File: config.mk
export PLATFORM = sky130hd
export DESIGN_NAME = tsu_q_drainer
export DESIGN_NICKNAME = d
export VERILOG_FILES = /design/src/rtl/tsu_q_drainer.sv
export SDC_FILE = /design/constraint.sdc
export NUM_CORES = 1
export LEC_CHECK = 0
export CORE_ASPECT_RATIO = 1.1
export CORE_UTILIZATION = 51
export CTS_BUF_LIST = sky130_fd_sc_hd__clkbuf_4
export CTS_CLUSTER_DIAMETER = 120
export DETAILED_ROUTE_END_ITERATION = 12
export GPL_TIMING_DRIVEN = 1
export PLACE_DENSITY_LB_ADDON = 0.05
export SETUP_SLACK_MARGIN = 0.05
export SLEW_MARGIN = 0
export SYNTH_ARGS = -nofsm -noshare
export SYNTH_HDL_FRONTEND = slang
export SYNTH_SLANG_ARGS = --single-unit
File: constraint.sdc
create_clock -name clk -period 6.05 [get_ports clk]
set_clock_uncertainty 0.1 [all_clocks]
set_input_delay 1.21 -clock clk [delete_from_list [all_inputs] [get_ports clk]]
set_output_delay 1.21 -clock clk [all_outputs]
set_load 0.03 [all_outputs]
File: src/rtl/tsu_q_drainer.sv
// Register-bus master that drains the 1588 RX/TX timestamp queues round-robin
// and presents each 128-bit record on a valid/ready stream.
module tsu_q_drainer #(
    parameter logic [7:0]  RX_BASE  = 8'h40,
    parameter logic [7:0]  TX_BASE  = 8'h60,
    parameter int unsigned RD_LAT   = 1,
    parameter logic [7:0]  POLL_GAP = 8'd16
) (
    input  logic         clk,
    input  logic         rst,
    input  logic         enable,
    output logic         wr_out,
    output logic         rd_out,
    output logic [7:0]   addr_out,
    output logic [31:0]  data_out,
    input  logic [31:0]  data_in,
    output logic         ts_valid,
    input  logic         ts_ready,
    output logic [127:0] ts_data,
    output logic         ts_src,
    output logic         busy,
    output logic [15:0]  drain_cnt
);

    typedef enum logic [2:0] {
        IDLE, POLL, POLL_WAIT, POP, DRD, DWAIT, OUT
    } state_t;

    localparam logic [2:0] LAT = RD_LAT[2:0];

    state_t         r_state;
    logic           r_rr;
    logic [7:0]     r_gap;
    logic [1:0]     r_k;
    logic [2:0]     r_wait;
    logic [127:0]   r_ts_data;
    logic           r_ts_src;
    logic [15:0]    r_drain_cnt;

    state_t         w_nxt;
    logic           w_rd;
    logic           w_wr;
    logic [7:0]     w_addr;
    logic [31:0]    w_data;
    logic [7:0]     w_base;
    logic           w_sample;
    logic           w_empty;

    assign w_base   = r_rr ? TX_BASE : RX_BASE;
    assign w_sample = (r_wait == LAT);
    assign w_empty  = (data_in[7:0] == 8'd0);

    always_comb begin
        w_nxt  = r_state;
        w_rd   = 1'b0;
        w_wr   = 1'b0;
        w_addr = 8'd0;
        w_data = 32'd0;
        case (r_state)
            IDLE: begin
                if (enable && r_gap == 8'd0)
                    w_nxt = POLL;
            end
            POLL: begin
                w_rd   = 1'b1;
                w_addr = w_base;
                w_nxt  = POLL_WAIT;
            end
            POLL_WAIT: begin
                if (w_sample)
                    w_nxt = w_empty ? IDLE : POP;
            end
            POP: begin
                w_wr   = 1'b1;
                w_addr = w_base + 8'd4;
                w_data = 32'd1;
                w_nxt  = DRD;
            end
            DRD: begin
                w_rd   = 1'b1;
                w_addr = w_base + 8'd8 + {4'd0, r_k, 2'b00};
                w_nxt  = DWAIT;
            end
            DWAIT: begin
                if (w_sample)
                    w_nxt = (r_k == 2'd3) ? OUT : DRD;
            end
            OUT: begin
                if (ts_ready)
                    w_nxt = IDLE;
            end
            default: w_nxt = IDLE;
        endcase
    end

    always_ff @(posedge clk or negedge rst) begin
        if (!rst) begin
            r_state     <= IDLE;
            r_rr        <= 1'b0;
            r_gap       <= 8'd0;
            r_k         <= 2'd0;
            r_wait      <= 3'd0;
            r_ts_data   <= 128'd0;
            r_ts_src    <= 1'b0;
            r_drain_cnt <= 16'd0;
        end else begin
            r_state <= w_nxt;
            case (r_state)
                IDLE: begin
                    if (r_gap != 8'd0)
                        r_gap <= r_gap - 8'd1;
                end
                POLL: r_wait <= 3'd1;
                POLL_WAIT: begin
                    if (w_sample) begin
                        // An empty poll hands the turn to the other queue after a back-off.
                        if (w_empty) begin
                            r_rr  <= ~r_rr;
                            r_gap <= POLL_GAP;
                        end
                    end else begin
                        r_wait <= r_wait + 3'd1;
                    end
                end
                POP: begin
                    r_k      <= 2'd0;
                    r_ts_src <= r_rr;
                end
                DRD: r_wait <= 3'd1;
                DWAIT: begin
                    if (w_sample) begin
                        case (r_k)
                            2'd0: r_ts_data[127:96] <= data_in;
                            2'd1: r_ts_data[95:64]  <= data_in;
                            2'd2: r_ts_data[63:32]  <= data_in;
                            default: r_ts_data[31:0] <= data_in;
                        endcase
                        if (r_k != 2'd3)
                            r_k <= r_k + 2'd1;
                    end else begin
                        r_wait <= r_wait + 3'd1;
                    end
                end
                OUT: begin
                    if (ts_ready) begin
                        r_drain_cnt <= r_drain_cnt + 16'd1;
                        r_rr        <= ~r_rr;
                    end
                end
                default: ;
            endcase
        end
    end

    assign rd_out    = w_rd;
    assign wr_out    = w_wr;
    assign addr_out  = w_addr;
    assign data_out  = w_data;
    assign ts_valid  = (r_state == OUT);
    assign ts_data   = r_ts_data;
    assign ts_src    = r_ts_src;
    assign busy      = (r_state != IDLE);
    assign drain_cnt = r_drain_cnt;

endmodule

==> metrics <==
Synth cell types 48; clock latency on the worst-skew pair 0.53 ns; GPL Wtd Cong 0.771; Tightest Hold Check Type reg2reg; WS Path Type reg2out; CTS Buf Count 17; Die Area 14,000 um2; largest net degree at the start of global routing 116; Yosys warnings 0; postcts setup bufs 0; ys flop type dfrtp_1; Fmax achieved 245 MHz; Area Growth Syn to Fin 30.6%; Resized cells post-CTS 0; row count 44; Gate Count Post-Synth 504; Port Buffers 190; Power Dens Cells 595 nW/um2; Mapped Area 6910 um2; die height 124 um; sw frac 42.3%; fin. max-slew vios 0; asr flop ratio synth 100%; Clock Power Share 10.3%; CP Max Fanout 19; CTS tree built; Syn Area/Cell 13.7 um2; DRC 0; root buf cell clkbuf_4; diode count 0; CP max stage delay 0.73 ns; LEAKAGE 3.86 nW; RSZ-0062 raised after global routing no; initial antenna violation count 0; sequential fraction of the synthesis area 58.6%; combinational share of power 54.3%; TNS Setup 0 ns; Final Setup Violations 0; DR WL/cell 17.7 um; Net Sw Power 2.27 mW; CP endpoint kind output pin; register share of total power 35.3%; placed cell count 835; width of the die 113 um; GR Overflow Total 0; status finished clean; Tot GR Track Use 23.1%; flops & latches, synth 162; number of synthesized flops with an enable pin 0; CTS hold repair buffers 0; DRT Pass-1 Iters 4; share of layout cells above drive strength 1 24.3%; via/cell ratio 5.24; clk sinks 162; deepest clock path buffer count 2; Int Pwr 3.10 mW; min cycle time layout 4.08 ns; slowest cell on the critical path clkdlybuf4s50_1; CP arrival 2.77 ns; Period Utilization, post-route 67.5%; Worst-path clk slew 0.12 ns; Core Area 13,200 um2; DR iter-0 viols 247; Initial Util 52.3%; Relative slew margins 32.1%; routed vias 4,532; # H-tree levels 4; layout net count 738; Least-Margin Pin Slew 1.02 ns; io pins 225; crit path launch type register; Max Cap Viol 0; global-route wire length before repair 24,300 um; dpl hpwl 10,400 um; Post-Route WL 15,300 um; Final Hold Violating Endpoints 0; WP data required 4.74 ns; Layout fillers 961; Final Instance Count excl. Fillers 865; vias in the first global route 4,620; antenna-violating nets left 0; VDD IR max 0.000364 V; cells along the critical path clkinv_1, nor4_1, clkdlybuf4s50_1
critical path, delay by kind of cell (launching register included):
family,cells,cell delay (ns)
flops,1,0.72
buf+inv,2,1.13
simple gates,1,0.40
logic make-up after synthesis:
group                    synth area share (%)
multiplexers                             21.7
flip-flops                               58.6
AND/OR/NAND/NOR                          6.17
other                                  0.0542
AO/OA/AOI/OAI                            3.00
buffers and inverters                    5.90
adder cells (fa/ha/maj)                  1.63
XOR/XNOR                                 2.91
power groups by stage:
stage	clock [mW]	combinational [mW]	sequential (mW)
6_report	0.555	2.92	1.90
5_1_grt	0.622	3.06	1.96
4_1_cts	0.581	2.94	1.90
3_5_place_dp	0	2.93	1.91
3_3_place_gp	0	2.90	1.89
2_1_floorplan	0	0.854	2.75
path summary, 6_finish.rpt:
path | startpoint | end | slack, ns | cells after the start
max | r_state[2]$_DFFE_PN0P_ | addr_out[4] | 1.97 | 3
min | drain_cnt[15]$_DFFE_PN0P_ | drain_cnt[15]$_DFFE_PN0P_ | 0.40 | 1
max reg2reg | r_state[1]$_DFFE_PN0P_ | ts_data[83]$_DFFE_PN0P_ | 3.37 | 4
min reg2reg | drain_cnt[15]$_DFFE_PN0P_ | drain_cnt[15]$_DFFE_PN0P_ | 0.40 | 1
max in group asynchronous | rst | ts_data[46]$_DFFE_PN0P_ | 3.90 | 2
min in group asynchronous | rst | ts_data[50]$_DFFE_PN0P_ | 0.70 | 1
metal layers:
| metal | vias to the layer above | track usage (%) | wire [um] | share of wire, % |
|---|---|---|---|---|
| met1 | 2278 | 26.8 | 5920 | 39 |
| met4 | 0 | 9.46 | 287 | 1.9 |
| met2 | 164 | 38.3 | 7740 | 51 |
| met5 | - | 0 | 0 | 0 |
| met3 | 17 | 9.25 | 1350 | 8.8 |
| li1 | 2073 | - | - | - |
stage by stage:
| step | setup slack (ns) | total power [mW] | util (%) | hold slack (ns) | cell area, um2 |
|---|---|---|---|---|---|
| floorplan | 3.04 | 3.60 | - | 0.353 | 7040 |
| global placement | 2.66 | 4.79 | 66.6 | 0.385 | 8800 |
| detailed placement | 2.57 | 4.84 | 66.6 | 0.387 | 8800 |
| CTS | 1.91 | 5.42 | 68.3 | 0.405 | 9030 |
| global route | 1.71 | 5.65 | 68.3 | 0.421 | 9030 |
| finish | 1.97 | 5.37 | 68.3 | 0.402 | 9030 |
registers in the layout (all words and copies together), names as in the netlist:
name       cells
ts_src         1
r_rr           1
r_gap          8
r_k            2
r_state        3
r_wait         3
drain_cnt     16
ts_data      128
layout make-up:
cell class | instances | area, um2 | share of cell area, %
inverters | 12 | 45.0 | 0.499
well taps | 161 | 201 | 2.23
repair buffers | 191 | 1910 | 21.2
multi-input cells | 309 | 2580 | 28.6
clock buffers | 22 | 165 | 1.83
clock inverters | 8 | 65.1 | 0.721
flip-flops and latches | 162 | 4050 | 44.9
cells in the mapped netlist (2+ instances only):
cell	count	area, um2
and2_1	2	12.5
o22ai_1	2	12.5
nand2b_1	2	12.5
nor2b_1	2	12.5
o2bb2ai_1	2	17.5
xor2_1	9	78.8
nand4_1	3	18.8
a21o_1	2	15.0
and3_1	3	18.8
or3_1	4	25.0
a221o_1	2	20.0
buf_2	14	70.1
nor2_1	17	63.8
mux2_2	130	1460
o21ai_0	11	55.1
xnor2_1	14	123
ha_1	9	113
buf_4	36	270
nor3_1	11	55.1
dfrtp_1	162	4050
mux2i_1	2	20.0
nor4_1	4	25.0
clkbuf_1	2	7.51
nand3_1	7	35.0
a21oi_1	4	20.0
inv_1	11	41.3
nand2_1	16	60.1
layout by cell type, fill, tap and decap left out, drive strengths merged, types with 7 or more instances in the layout:
cell             n
nor2            18
xor2             9
inv             11
clkinv           8
clkbuf          22
ha               9
conb            34
mux2           131
o21ai           12
nor3            12
clkdlybuf4s50  189
dfrtp          162
nand3            7
xnor2           14
nand2           16
Power figures use the tool's default switching activity.
